[src/rtl/lms_fifo_pkg.sv]
`default_nettype none
// ============================================================================
// Module   : lms_fifo_pkg
// Purpose  : Shared types and constants for the LMS FIFO read-side sequencer:
//            FSM state encoding, skid buffer geometry, frame counter width.
// Ports    : none (package)
// Revision : 1.0 - initial release
// ============================================================================
package lms_fifo_pkg;

  typedef enum logic [1:0] {
    ST_IDLE  = 2'd0,
    ST_BURST = 2'd1,
    ST_DONE  = 2'd2
  } state_t;

  localparam int SKID_DEPTH  = 4;
  localparam int SKID_PTR_W  = $clog2(SKID_DEPTH);
  // One extra bit so the occupancy can represent a completely full buffer.
  localparam int SKID_OCC_W  = SKID_PTR_W + 1;
  localparam int FRAME_CNT_W = 16;

endpackage
`default_nettype wire

[src/rtl/lms_skid_buf.sv]
`default_nettype none
// ============================================================================
// Module   : lms_skid_buf
// Purpose  : 4-entry circular buffer that absorbs FIFO read latency. The
//            caller guarantees no write when full and no read when empty.
// Ports    : clk, rst_n     - clock, async active-low reset
//            wr, wr_data    - push one word
//            rd             - pop the head word
//            occ            - number of stored words (0..SKID_DEPTH)
//            head           - word at the read pointer
// Revision : 1.0 - initial release
// ============================================================================
module lms_skid_buf
  import lms_fifo_pkg::*;
#(
  parameter int DATA_WIDTH = 32
) (
  input  logic                  clk,
  input  logic                  rst_n,
  input  logic                  wr,
  input  logic [DATA_WIDTH-1:0] wr_data,
  input  logic                  rd,
  output logic [SKID_OCC_W-1:0] occ,
  output logic [DATA_WIDTH-1:0] head
);

  logic [DATA_WIDTH-1:0] mem [SKID_DEPTH];
  logic [SKID_PTR_W-1:0] wr_ptr;
  logic [SKID_PTR_W-1:0] rd_ptr;

  // Storage is cleared on reset so the head reads as zero out of reset.
  always_ff @(posedge clk or negedge rst_n) begin
    if (!rst_n) begin
      for (int i = 0; i < SKID_DEPTH; i++) begin
        mem[i] <= '0;
      end
      wr_ptr <= '0;
      rd_ptr <= '0;
      occ    <= '0;
    end else begin
      if (wr) begin
        mem[wr_ptr] <= wr_data;
        wr_ptr      <= wr_ptr + 1'b1;   // wraps modulo SKID_DEPTH
      end
      if (rd) begin
        rd_ptr <= rd_ptr + 1'b1;
      end
      case ({wr, rd})
        2'b10:   occ <= occ + 1'b1;
        2'b01:   occ <= occ - 1'b1;
        default: occ <= occ;            // idle or simultaneous push/pop
      endcase
    end
  end

  assign head = mem[rd_ptr];

endmodule
`default_nettype wire

[src/rtl/lms_fifo_rd_ctrl.sv]
`default_nettype none
// ============================================================================
// Module   : lms_fifo_rd_ctrl
// Purpose  : Read-side frame sequencer for the LMS sample FIFO. Waits for a
//            full frame in the FIFO, issues FRAME_LEN reads under a credit
//            limit, and streams the returned words to the LMS core.
// Ports    : clk, rst_n                 - read clock, async active-low reset
//            enable                     - permission to start new frames
//            fifo_rd_water_level        - FIFO fill level
//            fifo_empty                 - FIFO empty flag
//            fifo_rd_en, fifo_rd_data   - FIFO read port
//            m_valid, m_ready, m_data,
//            m_last                     - stream to the LMS core
//            busy, frame_done, frame_cnt- status
// Revision : 1.0 - initial release
// ============================================================================
module lms_fifo_rd_ctrl
  import lms_fifo_pkg::*;
#(
  parameter int DATA_WIDTH  = 32,
  parameter int DEPTH_WIDTH = 10,
  parameter int FRAME_LEN   = 64,
  parameter int RD_LATENCY  = 1
) (
  input  logic                   clk,
  input  logic                   rst_n,
  input  logic                   enable,
  input  logic [DEPTH_WIDTH:0]   fifo_rd_water_level,
  input  logic                   fifo_empty,
  output logic                   fifo_rd_en,
  input  logic [DATA_WIDTH-1:0]  fifo_rd_data,
  output logic                   m_valid,
  input  logic                   m_ready,
  output logic [DATA_WIDTH-1:0]  m_data,
  output logic                   m_last,
  output logic                   busy,
  output logic                   frame_done,
  output logic [FRAME_CNT_W-1:0] frame_cnt
);

  // Beat counters must hold FRAME_LEN itself, up to 2^DEPTH_WIDTH.
  localparam int                  CNT_W       = DEPTH_WIDTH + 1;
  localparam logic [CNT_W-1:0]    FRAME_LEN_C = CNT_W'(FRAME_LEN);
  localparam logic [CNT_W-1:0]    LAST_IDX_C  = CNT_W'(FRAME_LEN - 1);
  localparam logic [SKID_OCC_W:0] CREDIT_C    = (SKID_OCC_W + 1)'(SKID_DEPTH);

  state_t                  state;
  state_t                  state_nxt;
  logic                    clr;
  logic [CNT_W-1:0]        issued;
  logic [CNT_W-1:0]        sent;
  logic [SKID_OCC_W-1:0]   inflight;
  logic [SKID_OCC_W-1:0]   occ;
  logic [SKID_OCC_W:0]     credit_used;
  logic [RD_LATENCY-1:0]   rd_pipe;
  logic                    ret;
  logic                    xfer;

  // ---------------------------------------------------------------- stream
  assign m_valid     = (occ != '0);
  assign m_last      = m_valid && (sent == LAST_IDX_C);
  assign xfer        = m_valid && m_ready;

  // Words already requested plus words already buffered may never exceed
  // the buffer depth, so a returning word always has a free slot.
  assign credit_used = {1'b0, inflight} + {1'b0, occ};

  // ---------------------------------------------------------------- FSM
  always_ff @(posedge clk or negedge rst_n) begin
    if (!rst_n) begin
      state <= ST_IDLE;
    end else begin
      state <= state_nxt;
    end
  end

  always_comb begin
    state_nxt  = state;
    clr        = 1'b0;
    fifo_rd_en = 1'b0;
    busy       = (state != ST_IDLE);
    frame_done = (state == ST_DONE);
    case (state)
      ST_IDLE: begin
        if (enable && (fifo_rd_water_level >= FRAME_LEN_C)) begin
          state_nxt = ST_BURST;
          clr       = 1'b1;
        end
      end
      ST_BURST: begin
        fifo_rd_en = (issued < FRAME_LEN_C) && !fifo_empty &&
                     (credit_used < CREDIT_C);
        if (xfer && m_last) begin
          state_nxt = ST_DONE;
        end
      end
      ST_DONE: begin
        state_nxt = ST_IDLE;
      end
      default: begin
        state_nxt = ST_IDLE;
      end
    endcase
  end

  // ---------------------------------------------------------------- read latency
  // Delays each read strobe by RD_LATENCY cycles so it lines up with the
  // cycle in which the FIFO presents the corresponding word.
  generate
    if (RD_LATENCY == 1) begin : g_lat_one
      always_ff @(posedge clk or negedge rst_n) begin
        if (!rst_n) begin
          rd_pipe <= '0;
        end else begin
          rd_pipe <= fifo_rd_en;
        end
      end
    end else begin : g_lat_multi
      always_ff @(posedge clk or negedge rst_n) begin
        if (!rst_n) begin
          rd_pipe <= '0;
        end else begin
          rd_pipe <= {rd_pipe[RD_LATENCY-2:0], fifo_rd_en};
        end
      end
    end
  endgenerate

  assign ret = rd_pipe[RD_LATENCY-1];

  // ---------------------------------------------------------------- counters
  always_ff @(posedge clk or negedge rst_n) begin
    if (!rst_n) begin
      issued    <= '0;
      sent      <= '0;
      inflight  <= '0;
      frame_cnt <= '0;
    end else begin
      if (clr) begin
        issued <= '0;
        sent   <= '0;
      end else begin
        if (fifo_rd_en) begin
          issued <= issued + 1'b1;
        end
        if (xfer) begin
          sent <= sent + 1'b1;
        end
      end

      // A word stays in flight until the cycle it is written to the buffer.
      case ({fifo_rd_en, ret})
        2'b10:   inflight <= inflight + 1'b1;
        2'b01:   inflight <= inflight - 1'b1;
        default: inflight <= inflight;
      endcase

      // Counted on the final transfer so DONE already shows the new count.
      if (xfer && m_last) begin
        frame_cnt <= frame_cnt + 1'b1;
      end
    end
  end

  // ---------------------------------------------------------------- buffer
  lms_skid_buf #(
    .DATA_WIDTH (DATA_WIDTH)
  ) u_skid (
    .clk     (clk),
    .rst_n   (rst_n),
    .wr      (ret),
    .wr_data (fifo_rd_data),
    .rd      (xfer),
    .occ     (occ),
    .head    (m_data)
  );

endmodule
`default_nettype wire

[config.mk]
export PLATFORM = sky130hd
export DESIGN_NAME = lms_fifo_rd_ctrl
export DESIGN_NICKNAME = d
export VERILOG_FILES = /design/src/rtl/lms_fifo_pkg.sv /design/src/rtl/lms_skid_buf.sv /design/src/rtl/lms_fifo_rd_ctrl.sv
export SDC_FILE = /design/constraint.sdc
export NUM_CORES = 1
export LEC_CHECK = 0
export BUFFER_PORTS_ARGS = -buffer_cell sky130_fd_sc_hd__buf_2
export CAP_MARGIN = 20
export CORE_ASPECT_RATIO = 1.75
export CORE_UTILIZATION = 60
export CTS_BUF_LIST = sky130_fd_sc_hd__clkbuf_4
export DETAILED_ROUTE_END_ITERATION = 8
export HOLD_SLACK_MARGIN = 0.08
export PLACE_DENSITY = 0.82
export SETUP_SLACK_MARGIN = 0.5
export SLEW_MARGIN = 25
export SYNTH_ARGS = -nofsm -noshare
export SYNTH_HDL_FRONTEND = slang
export SYNTH_HIERARCHICAL = 1
export SYNTH_SLANG_ARGS = --single-unit
[constraint.sdc]
create_clock -name clk -period 3.1 [get_ports clk]
set_clock_uncertainty 0.15 [all_clocks]
set_input_delay 0.465 -clock clk [delete_from_list [all_inputs] [get_ports clk]]
set_output_delay 0.465 -clock clk [all_outputs]
set_load 0.005 [all_outputs]
==> results of run 1 <==
==> sequential cells by signal, summed over array words and instances, names as in the netlist <==
register and cells:
u_skid/mem 128, frame_cnt 16, issued 11, sent 11, inflight 3, u_skid/occ 3
state 2, u_skid/rd_ptr 2, u_skid/wr_ptr 2, rd_pipe 1
==> tightest hold or removal path, stage by stage <==
cell     delay (ps)
buf_2           110
nor4_4           50
nand3_1         100
inv_1            60
buf_4           120
==> final cells by class <==
class | instances | area [um^2]
antenna | 1 | 2.50
clock buffer | 18 | 135
clock inverter | 14 | 178
fill | 897 | 3890
inverter | 20 | 75.1
multi-input combinational | 332 | 3410
sequential | 179 | 4490
tap | 174 | 218
timing repair buffer | 143 | 985
==> stage by stage <==
stage,hold WS [ps],util
after floorplan,19.4,-
after global placement,306,0.649
after detailed placement,317,0.649
after CTS,187,0.704
after global routing,236,0.709
final,242,0.709
==> placed cells by master, fill, tap and decap left out, types with 11 or more instances in the layout <==
cell type / synthesis / layout
mux2_2: 119 / 119
mux4_2: 28 / 28
nand2_1: 21 / 21
inv_1: 20 / 20
dlygate4sd3_1: 0 / 33
buf_4: 1 / 12
xor2_1: 11 / 11
dfrtp_1: 179 / 176
nand3_1: 13 / 13
buf_2: 5 / 93
xnor2_1: 24 / 24
nor2_1: 22 / 22
clkbuf_4: 0 / 18
==> power by group through the flow <==
stage | Sequential [mW] | Combinational (mW) | Clock, mW
floorplan | 3.70 | 2.58 | 0
global placement | 3.93 | 3.04 | 0
detailed placement | 4.07 | 3.21 | 0
CTS | 3.98 | 3.38 | 1.42
global route | 4.12 | 3.73 | 1.51
finish | 4.00 | 3.43 | 1.38
==> logic make-up after synthesis <==
logic type	synth area share
DFF	0.548
buffers and inverters	0.0412
xor gates and xnor gates	0.0375
muxes	0.269
AOI/OAI and AO/OA	0.0132
adders and majority gates	0.0217
and+or+nand+nor	0.0699
==> worst max-delay path by stage <==
stage	endpoint	slack, ps	startpoint
finish	m_data[31]	540	u_skid/rd_ptr[0]$_DFFE_PN0P_
global placement	frame_cnt[10]$_DFFE_PN0P_	650	sent[0]$_DFFE_PN0P_
detailed placement	frame_cnt[10]$_DFFE_PN0P_	600	sent[0]$_DFFE_PN0P_
floorplan	u_skid/occ[1]$_DFFE_PN0P_	780	u_skid/occ[0]$_DFFE_PN0P_
CTS	m_data[25]	470	u_skid/rd_ptr[0]$_DFFE_PN0P_
global route	m_data[31]	420	u_skid/rd_ptr[0]$_DFFE_PN0P_
==> routing by layer <==
metal  share of wire  global-route usage  up-vias
met2            0.56               0.439      103
met1            0.40               0.284     2590
met4           0.017              0.0968        0
met3           0.028              0.0457       16
li1                -                   -     2273
met5               0                   0        -
==> what timing repair did <==
item / in CTS / in global routing
endpoints found under the hold margin: 188 / 0
setup endpoints to repair: 34 / 35
hold buffers: 33 / 0
buffers inserted: 7 / 2
gates cloned: 0 / 1
gates resized for setup: 8 / 5
pin swaps: 1 / 0
==> out/metrics.cfg, run 1 <==
[sta]
post-route-period-util=0.827
period_minus_slack_ps=2560
drv_slew=0
relSlewSlack=0.475
setup_violations=0
finalWorstSetupSlack_ps=538
worst_slew_pin_slew_ps=775
finalHoldViolCount=0
tns_ps=0
grt_setup_unrepaired=yes
fmax_mhz=390

[setup_path]
cp.required_ps=2480
criticalPathCategory=register to primary output
crit_path_end_kind=primary output
timing.rr.end=frame_cnt[10]$_DFFE_PN0P_
critPathMaxFanout=13
reg2reg_slack_ps=590
crit_arrival_ps=1950
crit_path_top_delay_cell=mux4_1
reg2reg_depth=5
crit_family=multiplexers
cp_slowest_stage_delay_ps=570
worstPathCellList=buf_16, mux4_1, buf_2
path_buf_inv=2
cp-start-kind=register
r2r_start=sent[0]$_DFFE_PN0P_
cp.depth=3

[status]
violations=design-rule violations
status=finished, violations left

[synth]
synth_top_flop_cell=dfrtp_1
yosysMostFrequentCell=dfrtp_1
seq_area_frac_synth=0.548
synth_area_um2=8180
synth.area.top_cells=dfrtp_1, mux2_2, mux4_2
synth_top_area_frac=0.548
ys_ff_latch=179
synth_warnings=6
ys_async_sr_fraction=1.00
ys_types=39
synth_edf_count=0
syn_nets=620
synth.largest_area_cell=dfrtp_1
postSynthCellCount=559
avgSynthCellArea_um2=14.6
synthTopCellsByCount=dfrtp_1, mux2_2, mux4_2, xnor2_1, nor2_1

[place]
numPortBuffers=94
post-place-cells=805
gp_routability_congestion=0.809
place_area_um2=8690
dp_hpwl_mm=10.3
place_ws_ps=596

[floorplan]
design.core.area_um2=13400
initial_core_util=0.611
dieArea_um2=14100
rows=56
die_x_um=90.3
die_h_um=156
io_pins=101

[min_path]
hold_end=rd_pipe$_DFF_PN0_
hp-class=input pin to register
hold_depth=5
hp-start=fifo_empty

[pwr]
power.leakage_nw=4.27
p_switching_mw=2.80
power_density_nw_per_um2=929
ir_drop_uv=369
p_sw_frac=0.318
seqPwrFrac=0.454
power_frac_clock=0.157
power.total_mw=8.82
p_comb_frac=0.389
p_int_mw=6.01

[routing]
drt-initial-drc-count=266
post_drt_via_cell_ratio=5.65
drc=1
ant_nets=0
via_count=4982
firstDrtPassIters=6
wl_mm=16.2
avgRoutedWirePerCell_um=18.4

[clock_network]
htree_num_levels=4
clock-sinks=179
clkSlewWorstSetupHoldPaths_ps=140
clk_latency_ps=540
clk_path_buf_depth=2
clockRootBuffer=clkbuf_4
cts_tree=done
numCtsBuffers=17

[cells_and_area]
layout.nets=754
drive_gt1_frac=0.433
fin_cells=881
area_growth_pct=16.1
finalInstanceArea_um2=9490

[grt]
antenna_found_initial=1
grt_usage=0.243
grt-ovfl-total=0
grt_pass1_wl_mm=26.5
grt_max_degree=88
grt_pass1_vias=5399

[flow_run]
maxCapViolCount=0

No activity file was read; power rests on OpenSTA's default activity.
==> inputs of run 2 (changes only) <==
Clock period 3.1 ns to 2.57 ns, I/O delays scaled along.
==> run 2 against run 1 <==
Effect of this change:
- non-clock buffer count grew 35
- cell count grew 4.0%
- sequential power grew 19%
- the run now ends clean
- total power grew 29%
- die area is the same
- combinational power grew 50%
- clock power grew 4%
- highest routed layer unchanged
- global-route usage grew 1.3 points
- critical path type unchanged
- via count grew 5.9%
- register-to-register slack lost 520 ps
- critical path depth grew 1
- worst hold slack lost 17 ps
==> out/metrics.cfg, run 2 (synthesized netlist as in run 1, its figures left out) <==
[pwr]
power.leakage_nw=4.59
ir_drop_uv=714
power_density_nw_per_um2=1120
power.total_mw=11.3

[cells_and_area]
layout_commonest_cell=dfrtp_1
final_util=0.758
largest_reg_flops=128
regMostFlops=u_skid/mem
final_cell_mix=dfrtp_1, mux2_2, buf_2, dlygate4sd3_1, mux4_2
area_growth_pct=24.1
layout.nets=789
drive_gt1_frac=0.524
fin_cells=916
reg.largest.list=u_skid/mem: 128 flops, frame_cnt: 16 flops

[setup_path]
criticalPathCategory=register to primary output
critPathMaxFanout=2
crit_path_end_kind=primary output
cp.required_ps=2030
cp-start-kind=register
crit_arrival_ps=1970

[routing]
firstDrtPassIters=6
wl_mm=17.8
drc=0
via_count=5276
drt-initial-drc-count=175
avgRoutedWirePerCell_um=19.5
ant_nets=0
post_drt_via_cell_ratio=5.76

[sta]
finalWorstSetupSlack_ps=64.2
drv_slew=0
relSlewSlack=0.417
post-route-period-util=0.975
worst_slew_pin_slew_ps=867
hold_slack_ps=224
grt_setup_unrepaired=yes
fmax_mhz=399
setup_violations=0
period_minus_slack_ps=2510
finalHoldViolCount=0

[place]
place_ws_ps=264
numPortBuffers=94
dp_hpwl_mm=10.8
post-place-cells=812
gp_routability_congestion=0.803

[clock_network]
clk_latency_ps=540
htree_num_levels=4
clk_path_buf_depth=2
numCtsBuffers=17
clkSlewWorstSetupHoldPaths_ps=150
clock-sinks=179
cts_tree=done
clockRootBuffer=clkbuf_4

[status]
status=complete, no violations

[grt]
grt_pass1_wl_mm=27.9
grt_usage=0.255
grt_max_degree=69
grt-ovfl-total=0
grt_pass1_vias=5753
antenna_found_initial=2

[flow_run]
maxCapViolCount=0

[floorplan]
initial_core_util=0.611
io_pins=101
design.core.area_um2=13400
die_x_um=90.3
die_h_um=156
rows=56
dieArea_um2=14100

[min_path]
hp-class=input pin to asynchronous set/reset pin

## run 2: power breakdown
| group | switching (mW) | leakage, nW | internal [mW] |
|---|---|---|---|
| clock network | 0.958 | 0.127 | 0.485 |
| registers | 0.728 | 2.16 | 4.01 |
| logic | 1.99 | 2.30 | 3.16 |
## run 2: through the flow
stage	cell area [um^2]	setup TNS, ps
CTS	9600	0
finish	10100	0
floorplan	8220	0
global route	10100	-61.2
global placement	8780	0
detailed placement	8780	0
## run 2: path summary, 6_finish.rpt
| path | from | endpoint | slack, ps | cells after the start |
|---|---|---|---|---|
| worst max-delay path | sent[1]$_DFFE_PN0P_ | m_last | 60 | 4 |
| worst min-delay path | rst_n | u_skid/mem[115]$_DFFE_PN0P_ | 220 | 2 |
| worst max register to register | sent[1]$_DFFE_PN0P_ | frame_cnt[10]$_DFFE_PN0P_ | 70 | 7 |
| worst min register to register | frame_cnt[15]$_DFFE_PN0P_ | frame_cnt[15]$_DFFE_PN0P_ | 330 | 1 |
| max in group asynchronous | rst_n | rd_pipe$_DFF_PN0_ | 1310 | 3 |
| min in group clk | fifo_empty | issued[3]$_DFFE_PN0P_ | 250 | 6 |
## run 2: timing repair
action,4_1_cts,5_1_grt
hold buffers,35,0
pin swaps,9,29
gates resized for setup,29,70
setup buffers,13,21
hold endpoints to repair,194,0
endpoints found under the setup margin,55,62
gates cloned,1,1
## run 2: worst max-delay path, cell delays in order, from the launching register on
cell     delay (ps)
dfrtp_1         400
ha_2            200
or4b_4          490
nor4_4          180
buf_2           170
## run 2: layer usage
layer	track usage	vias to the layer above	wire length, um
li1	-	2347	-
met1	0.282	2757	6630
met2	0.477	141	10200
met3	0.0447	31	568
met4	0.114	0	423
met5	0	-	0
## run 2: cell type report
cell class | instances | area (um^2)
clock buffer | 17 | 128
fill | 824 | 3230
clock inverter | 14 | 130
multi-input combinational | 332 | 3710
antenna | 2 | 5.00
inverter | 20 | 75.1
tap | 174 | 218
sequential | 179 | 4490
timing repair buffer | 178 | 1400
